<file path="src/rtl/uart_tx_fifo_drain_if.sv">
// Read-side handshake between the byte FIFO (slave) and the UART drainer (master).
// fifo_rdata is show-ahead: valid whenever fifo_empty is low.
interface uart_tx_fifo_drain_if;
  logic       fifo_empty;
  logic [7:0] fifo_rdata;
  logic       fifo_rd;

  modport master (input fifo_empty, input fifo_rdata, output fifo_rd);
  modport slave  (output fifo_empty, output fifo_rdata, input fifo_rd);
endinterface

</file>
<file path="src/rtl/uart_tx_fifo_drain.sv">
// 8N1 UART transmitter that pops bytes straight from a show-ahead FIFO.
// Bit timing comes from an internal BAUD_DIV-cycle counter.
module uart_tx_fifo_drain #(
  parameter int unsigned BAUD_DIV = 10416
) (
  input  logic                   clk,
  input  logic                   rst,
  input  logic                   tx_en,
  uart_tx_fifo_drain_if.master   fifo,
  output logic                   tx,
  output logic                   tx_busy,
  output logic                   tx_done
);

  localparam int unsigned CW = (BAUD_DIV > 1) ? $clog2(BAUD_DIV) : 1;
  localparam logic [CW-1:0] BAUD_LAST = CW'(BAUD_DIV - 1);

  typedef enum logic [1:0] {IDLE, START, DATA, STOP} state_t;

  state_t        state, state_nxt;
  logic [CW-1:0] baud_cnt, baud_cnt_nxt;
  logic [2:0]    bit_idx, bit_idx_nxt;
  logic [7:0]    shift, shift_nxt;
  logic          tx_nxt, tx_done_nxt;
  logic          pop;
  logic          bit_end;

  assign bit_end      = (baud_cnt == BAUD_LAST);
  // Reset gates the pop combinationally so nothing is consumed while rst is low.
  assign fifo.fifo_rd = pop & rst;
  assign tx_busy      = (state != IDLE);

  always_ff @(posedge clk) begin
    if (!rst) begin
      state    <= IDLE;
      baud_cnt <= '0;
      bit_idx  <= '0;
      shift    <= '0;
      tx       <= 1'b1;
      tx_done  <= 1'b0;
    end else begin
      state    <= state_nxt;
      baud_cnt <= baud_cnt_nxt;
      bit_idx  <= bit_idx_nxt;
      shift    <= shift_nxt;
      tx       <= tx_nxt;
      tx_done  <= tx_done_nxt;
    end
  end

  always_comb begin
    state_nxt    = state;
    baud_cnt_nxt = baud_cnt;
    bit_idx_nxt  = bit_idx;
    shift_nxt    = shift;
    tx_nxt       = tx;
    tx_done_nxt  = 1'b0;
    pop          = 1'b0;

    unique case (state)
      IDLE: begin
        tx_nxt       = 1'b1;
        baud_cnt_nxt = '0;
        if (tx_en && !fifo.fifo_empty) begin
          pop       = 1'b1;
          shift_nxt = fifo.fifo_rdata;
          state_nxt = START;
          tx_nxt    = 1'b0;
        end
      end
      START: begin
        if (bit_end) begin
          baud_cnt_nxt = '0;
          bit_idx_nxt  = '0;
          state_nxt    = DATA;
          tx_nxt       = shift[0];
        end else begin
          baud_cnt_nxt = CW'(baud_cnt + 1'b1);
        end
      end
      DATA: begin
        if (bit_end) begin
          baud_cnt_nxt = '0;
          shift_nxt    = shift >> 1;
          bit_idx_nxt  = 3'(bit_idx + 3'd1);
          if (bit_idx == 3'd7) begin
            state_nxt = STOP;
            tx_nxt    = 1'b1;
          end else begin
            tx_nxt = shift[1];
          end
        end else begin
          baud_cnt_nxt = CW'(baud_cnt + 1'b1);
        end
      end
      STOP: begin
        if (bit_end) begin
          baud_cnt_nxt = '0;
          state_nxt    = IDLE;
          tx_done_nxt  = 1'b1;
        end else begin
          baud_cnt_nxt = CW'(baud_cnt + 1'b1);
        end
      end
      default: state_nxt = IDLE;
    endcase
  end

endmodule
</file>
<file path="src/flat_wrapper.sv">
// flat-port wrapper written by rule: the top's interface ports become plain ports
module uart_tx_fifo_drain_flat 
#(
  parameter int unsigned BAUD_DIV = 10416
)
  (clk, rst, tx_en, tx, tx_busy, tx_done, fifo_fifo_empty, fifo_fifo_rdata, fifo_fifo_rd);
  uart_tx_fifo_drain_if fifo_i ();
  input  logic clk;
  input  logic rst;
  input  logic tx_en;
  output logic tx;
  output logic tx_busy;
  output logic tx_done;
  input wire logic [$bits(fifo_i.fifo_empty)-1:0] fifo_fifo_empty;
  input wire logic [$bits(fifo_i.fifo_rdata)-1:0] fifo_fifo_rdata;
  output wire logic [$bits(fifo_i.fifo_rd)-1:0] fifo_fifo_rd;
  assign fifo_i.fifo_empty = fifo_fifo_empty;
  assign fifo_i.fifo_rdata = fifo_fifo_rdata;
  assign fifo_fifo_rd = fifo_i.fifo_rd;
  uart_tx_fifo_drain #(.BAUD_DIV(BAUD_DIV)) u_core (.clk(clk), .rst(rst), .tx_en(tx_en), .fifo(fifo_i), .tx(tx), .tx_busy(tx_busy), .tx_done(tx_done));
endmodule
</file>
<file path="config.mk">
export PLATFORM = sky130hd
export DESIGN_NAME = uart_tx_fifo_drain_flat
export DESIGN_NICKNAME = d
export VERILOG_FILES = /design/src/rtl/uart_tx_fifo_drain_if.sv /design/src/rtl/uart_tx_fifo_drain.sv /design/src/flat_wrapper.sv
export SDC_FILE = /design/constraint.sdc
export NUM_CORES = 1
export LEC_CHECK = 0
export CAP_MARGIN = 20
export CELL_PAD_IN_SITES_DETAIL_PLACEMENT = 0
export CELL_PAD_IN_SITES_GLOBAL_PLACEMENT = 1
export CORE_ASPECT_RATIO = 1.1
export CORE_MARGIN = 2
export CORE_UTILIZATION = 35
export CTS_BUF_LIST = sky130_fd_sc_hd__clkbuf_4
export CTS_CLUSTER_SIZE = 14
export DETAILED_ROUTE_END_ITERATION = 6
export PLACE_DENSITY = 0.68
export SLEW_MARGIN = 0
export SYNTH_ARGS = -nofsm -noshare
export SYNTH_HDL_FRONTEND = slang
export SYNTH_SLANG_ARGS = --single-unit
</file>
<file path="constraint.sdc">
create_clock -name clk -period 2.2 [get_ports clk]
set_input_delay 0.44 -clock clk [delete_from_list [all_inputs] [get_ports clk]]
set_output_delay 0.44 -clock clk [all_outputs]
set_load 0.02 [all_outputs]
</file>
== After elaboration in Yosys (flattened, before gate mapping) ==
Cells that the tools add are included.

* Register bits: 29
* Input port bits: 12
* Word-level logic and storage cells: 54

* Add/subtract/negate cells: 2
* Eq/ne operators: 10
* Muxes and demuxes: 22
* Bitwise logic cells: 1
* Reductions and logical operators: 13

{| class="wikitable"
|+ Operators by type and width
! kind !! number
|-
| $pmux 14 s2 || 1
|-
| $mux 8 || 2
|-
| $pmux 8 s2 || 1
|-
| $add 14x1->14 const B || 1
|-
| $eq 14x14->1 const B || 1
|-
| $mux 14 || 1
|-
| $mux 2 || 5
|-
| $ne 2x1->1 const B || 5
|-
| $reduce_and 3->1 || 3
|-
| $pmux 2 s4 || 1
|-
| $mux 1 || 7
|-
| $mux 3 || 2
|-
| $pmux 3 s2 || 1
|-
| $reduce_bool 2->1 || 3
|-
| $reduce_and 5->1 || 1
|-
| $eq 2x2->1 const B || 2
|-
| $add 3x1->3 const B || 1
|-
| $eq 3x3->1 const B || 1
|-
| $pmux 1 s3 || 1
|-
| $reduce_bool 3->1 || 1
|-
| $reduce_or 3->1 || 1
|-
| $eq 2x1->1 const B || 1
|-
| $logic_not 2->1 || 1
|-
| $reduce_and 2->1 || 1
|-
| other kinds (3) || 3
|}

== Logic depth before layout (Yosys ltp) ==
Gate-level depths: netlist of run 1.

* Word-level depth: 5
* Mapped depth: 7
* Gate-level depth less buffers: 6

== Worst setup path after synthesis of run 1 ==
OpenSTA, ideal clock, no wires.

* Kind: flip-flop to flip-flop
* Start point: register u_core.baud_cnt[9]
* End point: register u_core.tx
* Library setup time: 0.120 ns
* Data arrival time: 1.872 ns
* Required time: 2.080 ns
* Slack: 0.208 ns
* Stages on the path, launching flop included: 6
* Path buffers: 1
* Cells stage by stage: dfxtp_1 or4_4 or4_1 buf_2 o211a_1 a211o_1

* Longest elaborated chain between the ends: 3
* Elaborated cells on any way between the ends: 4
* Classes of those cells: 3 x eq/ne; 1 x reduce/logical

{| class="wikitable"
|+ RTL lines
! item !! line !! text
|-
| start, declared || uart_tx_fifo_drain.sv:21 || <nowiki>logic [CW-1:0] baud_cnt, baud_cnt_nxt;</nowiki>
|-
| start signal, assigned || uart_tx_fifo_drain.sv:43 || <nowiki>baud_cnt <= baud_cnt_nxt;</nowiki>
|-
| $eq 14x14->1 * || uart_tx_fifo_drain.sv:28 || <nowiki>assign bit_end = (baud_cnt == BAUD_LAST);</nowiki>
|-
| $ne 2x1->1 (no source line) || n/a ||
|-
| $reduce_and 3->1 (no source line) * || n/a ||
|-
| end signal, assigned || uart_tx_fifo_drain.sv:46 || <nowiki>tx <= tx_nxt;</nowiki>
|-
| end, declared || uart_tx_fifo_drain.sv:10 || <nowiki>output logic tx,</nowiki>
|}

Every way passes the cells marked *; elsewhere a longest branch is shown, timed or not.
A chain may end at the register's enable or synchronous reset.

== Final worst setup path of run 1 ==
Same ends and word-level chain as after synthesis.

==> reports/qor.csv, run 1 <==
metric,value,unit
syn_nets,175,
synth_cell_types,38,
nets,196,
cts.htree.levels,2,
status,finished clean,
yosysWarnings,0,
wl_per_cell,12.9,um
crit_path_end_kind,flip-flop,
maxCapViolCount,0,
crit_start,u_core.baud_cnt[9]$_SDFF_PP0_,
endpoint,u_core.tx$_SDFFE_PN1P_,
async_flop_share,0,
fmax,477,MHz
layout-drive-gt1-share,0.124,
timing.final.ws_setup,0.102,ns
die_w,65.5,um
place_ws,-0.0819,ns
vias_per_cell,5.16,
skew,0.0129,ns
syn_area,1460,um2
rows,24,
place_congestion,0.710,
path_class,flip-flop to flip-flop,
grt_usage,0.143,
nFillCells,392,
cp_slowest_cell,or4_4,
fin_cells,230,
cts_tree,built,
hold_viol_final,0,
post-route-min-period,2.10,ns
synth-seq-area-share,0.398,
grt_first_pass_wirelength,5.26,mm
crit_chain,or4_4 -> or4_1 -> o211a_1 -> a211o_1,
critPathLaunchType,flip-flop,
synth_adder_area_share,0.0601,
synthCells,156,
rr_endpoint,u_core.tx$_SDFFE_PN1P_,
antenna_cells,0,
dieArea,4700,um2
avgSynthCellArea,9.34,um2
mostFrequentLayoutCells,"dfxtp_1, nor2_1, clkdlybuf4s50_1",
cts.clk_slew.worst_paths,0.10,ns
vias,1187,
irDropWorstVdd,0.388,mV
clk_latency,0.33,ns
hold_class,flip-flop to flip-flop,
drt_pass1_iterations,4,
leakagePower,0.624,nW
power_density,892,nW/um2
start_util,0.365,
numCtsBuffers,5,
place_hpwl,2.25,mm
hold_start,u_core.baud_cnt[0]$_SDFF_PP0_,
r2r_start,u_core.baud_cnt[9]$_SDFF_PP0_,
placed_cells,222,
io_pins,16,
cts_root_buffer,clkbuf_4,
grt_pass1_vias,1180,
slew_violations,0,
die_h,71.7,um
final_common_cell,dfxtp_1,
post-route-period-util,0.954,
synth_top_family_by_area,simple AND/OR/NAND/NOR gates,
overflow,0,
cp.required,2.41,ns
critPathArrivalTime,2.31,ns
synth_edf_count,0,
ys.flop_type,dfxtp_1,
worst_r2r_path_depth,4,
whs_path_depth,1,
relSlewSlack,0.741,
grt_start_max_net_pins,16,
wirelength,2.97,mm
cts_hold_buf,0,
ys_ff_latch,29,
final_core_util,0.442,
synth_xor_area_frac,0.0721,
yosys.area_share.simple,0.188,
placeableCoreArea,3990,um2
ant_nets,0,
regToRegSetupSlack,0.10,ns
yosys-mux-area-fraction,0.0558,
synth_compound_area_frac,0.169,
setup_viol_count_final,0,
cts_buffer_depth,2,
crit_path_max_incr_delay,0.58,ns
cts_sinks,29,
cp_max_fo,6,
area.growth.synth_to_final,21.1,%
drc,0,
port_buffers,15,
antenna_found_initial,0,
tightestPinTransition,0.386,ns
whs,0.449,ns
drtIter0Drc,36,
rsz0062_at_grt,false,
[cell usage after synthesis (5+ instances only)]
| library cell | n | area share |
|---|---|---|
| a21oi_1 | 11 | 0.038 |
| a311oi_1 | 7 | 0.042 |
| dfxtp_1 | 29 | 0.40 |
| ha_1 | 7 | 0.060 |
| inv_1 | 7 | 0.018 |
| mux2i_1 | 7 | 0.048 |
| nand2_1 | 7 | 0.018 |
| nand3_1 | 6 | 0.021 |
| nand4_1 | 5 | 0.021 |
| nor2_1 | 17 | 0.044 |
| o21ai_0 | 5 | 0.017 |
| xnor2_1 | 7 | 0.042 |
| xor2_1 | 5 | 0.030 |
[sequential cells by signal (all words and copies together), names as in the netlist]
signal and count:
u_core.state 2, u_core.bit_idx 3, u_core.baud_cnt 14, u_core.tx_done 1, u_core.shift 8, u_core.tx 1
[report_power, final]
group / internal, mW / switching (mW) / total [mW] / leakage [nW]
registers: 0.589 / 0.0410 / 0.630 / 0.236
clock network: 0.249 / 0.185 / 0.434 / 0.0433
logic: 0.233 / 0.277 / 0.510 / 0.346
total: 1.07 / 0.503 / 1.57 / 0.624
[layout make-up]
type / instances / area [um2] / area share
inverter: 7 / 26.3 / 0.0149
clock buffer: 6 / 45.0 / 0.0255
tap: 52 / 65.1 / 0.0369
sequential: 29 / 581 / 0.329
timing repair buffer: 23 / 220 / 0.125
clock inverter: 2 / 33.8 / 0.0191
multi-input combinational: 111 / 795 / 0.450
[worst min path at each step]
stage	to
floorplan	u_core.baud_cnt[0]$_SDFF_PP0_
global placement	u_core.baud_cnt[0]$_SDFF_PP0_
detailed placement	u_core.baud_cnt[0]$_SDFF_PP0_
CTS	u_core.baud_cnt[0]$_SDFF_PP0_
global route	u_core.baud_cnt[0]$_SDFF_PP0_
finish	u_core.baud_cnt[0]$_SDFF_PP0_
[metrics by stage]
step | cell area (um2) | setup TNS, ns | power, mW
after floorplan | 1460 | 0 | 1.01
after global placement | 1690 | -0.0938 | 1.15
after detailed placement | 1690 | -0.0819 | 1.17
after CTS | 1770 | 0 | 1.59
after global routing | 1770 | 0 | 1.68
final | 1770 | 0 | 1.57
[cell families (layout without fill, tap and decap cells)]
logic type | count (synthesis) | count (layout)
muxes | 8 | 8
DFF | 29 | 29
buffers and inverters | 16 | 38
and+or+nand+nor | 51 | 51
xor gates and xnor gates | 12 | 12
adders and majority gates | 7 | 7
AOI/OAI and AO/OA | 33 | 33
[worst max-delay path: cells and delay by family (launching register included)]
family,cells,cell delay [ns]
AOI/OAI and AO/OA,2,0.51
DFF,1,0.37
and+or+nand+nor,2,1.11
[what timing repair did]
item	4_1_cts	5_1_grt
buffers inserted	0	0
endpoints found under the setup margin	2	0
gates resized for setup	2	0
[metal layers]
layer  global-route usage  part of all wire  vias to the layer above
met1                0.173              0.48                      552
li1                     -                 -                      607
met3               0.0392             0.035                        6
met2                0.234              0.47                       22
met4               0.0671             0.020                        0
met5                    0                 0                        -
Power figures use the tool's default switching activity.
==> run 2: changes to the inputs <==
--- a/config.mk
+++ b/config.mk
@@ -15,6 +15,7 @@
 export CTS_CLUSTER_SIZE = 14
 export DETAILED_ROUTE_END_ITERATION = 6
 export PLACE_DENSITY = 0.68
+export REMOVE_ABC_BUFFERS = 1
 export SLEW_MARGIN = 0
 export SYNTH_ARGS = -nofsm -noshare
 export SYNTH_HDL_FRONTEND = slang
==> reports/qor.csv, run 2 (synthesized netlist as in run 1, its figures left out) <==
metric,value,unit
path_class,flip-flop to flip-flop,
fmax,489,MHz
grt_usage,0.135,
placeableCoreArea,3990,um2
vias_per_cell,5.14,
place_congestion,0.739,
timing.final.ws_setup,0.156,ns
fin_cells,229,
drtIter0Drc,58,
p_seq_frac,0.434,
cp_max_fo,5,
cts.htree.levels,2,
cts_sinks,29,
placed_cells,222,
whs,0.446,ns
cts_root_buffer,clkbuf_4,
vias,1177,
gr-max-usage-layer,met2,
grt_start_max_net_pins,16,
swShare,0.344,
dpl_cell_area,1690,um2
pwr-share-comb,0.355,
final_common_cell,dfxtp_1,
use_met2,0.222,
relSlewSlack,0.752,
mostFrequentLayoutCells,"dfxtp_1, nor2_1, clkdlybuf4s50_1",
crit_chain,or4_4 -> or4_1 -> o211a_1 -> a211o_1,
globalRouteMet3Util,0.0471,
cts_hold_buf,0,
place_ws,-0.0235,ns
dieArea,4700,um2
cts_tree,built,
tightestPinTransition,0.367,ns
irDropWorstVdd,0.447,mV
overflow,0,
critPathLaunchType,flip-flop,
post-route-period-util,0.929,
crit_path_max_incr_delay,0.58,ns
p_clk_frac,0.211,
port_buffers,15,
total_power,1.45,mW
cts_buffer_depth,2,
p_sw,0.498,mW
io_pins,16,
tns,0,ns
drc,0,
top_register,u_core.baud_cnt,
start_util,0.365,
ant_nets,0,
rows,24,
wirelength,2.89,mm
rsz0062_at_grt,false,
critPathArrivalTime,2.26,ns
leakagePower,0.610,nW
cts_resized,2,
numCtsBuffers,5,
largestRegisters,"u_core.baud_cnt x14, u_core.shift x8, u_core.bit_idx x3",
hold_class,flip-flop to flip-flop,
final_core_util,0.435,
hold_viol_final,0,
largest_reg_flops,14,
post-route-min-period,2.04,ns
clk_latency,0.32,ns
intPower,0.950,mW
maxCapViolCount,0,
slew_violations,0,
drt_pass1_iterations,4,
cts_setup_buffers,0,
status,finished clean,
cp_slowest_cell,or4_4,
setup_viol_count_final,0,
layout-drive-gt1-share,0.119,
antenna_found_initial,0,
grt_pass1_vias,1095,
antenna_cells,0,
skew,0.00691,ns
place_hpwl,2.16,mm
die_h,71.7,um
final_area,1740,um2
power_density,834,nW/um2
gr-usage-met1,0.160,
grt_first_pass_wirelength,4.88,mm
area.growth.synth_to_final,19.1,%
cts.clk_slew.worst_paths,0.09,ns
crit_path_end_kind,flip-flop,
wl_per_cell,12.6,um
die_w,65.5,um
cp.required,2.41,ns
nets,196,
[run 2: path summary, 6_finish.rpt]
| path | startpoint | end | slack (ns) | depth (start not counted) |
|---|---|---|---|---|
| setup / recovery | u_core.baud_cnt[9]$_SDFF_PP0_ | u_core.tx$_SDFFE_PN1P_ | 0.16 | 4 |
| setup reg to reg | u_core.baud_cnt[9]$_SDFF_PP0_ | u_core.tx$_SDFFE_PN1P_ | 0.16 | 4 |
| hold / removal | u_core.baud_cnt[0]$_SDFF_PP0_ | u_core.baud_cnt[0]$_SDFF_PP0_ | 0.45 | 1 |
| hold reg to reg | u_core.baud_cnt[0]$_SDFF_PP0_ | u_core.baud_cnt[0]$_SDFF_PP0_ | 0.45 | 1 |
[run 2: final cells by class]
cell class | count | area [um2]
multi-input cells | 111 | 795
clock buffers | 6 | 45.0
repair buffers | 23 | 220
inverters | 7 | 26.3
flip-flops and latches | 29 | 581
fillers | 418 | 2260
clock inverters | 1 | 3.75
well taps | 52 | 65.1
[run 2: power groups by stage]
stage,registers [mW],logic [mW],clock network [mW]
after floorplan,0.639,0.342,0
after global placement,0.638,0.517,0
after detailed placement,0.641,0.525,0
after CTS,0.629,0.518,0.319
after global routing,0.636,0.570,0.339
final,0.628,0.514,0.306
[run 2: worst max-delay path: cells and delay by family (launching register included)]
family | cells | cell delay, ns
and+or+nand+nor | 2 | 1.08
DFF | 1 | 0.37
AOI/OAI and AO/OA | 2 | 0.49
[run 2: routing by layer]
metal	wire length [um]	part of all wire
met3	102	0.035
met2	1340	0.46
met1	1390	0.48
met5	0	0
met4	51	0.018
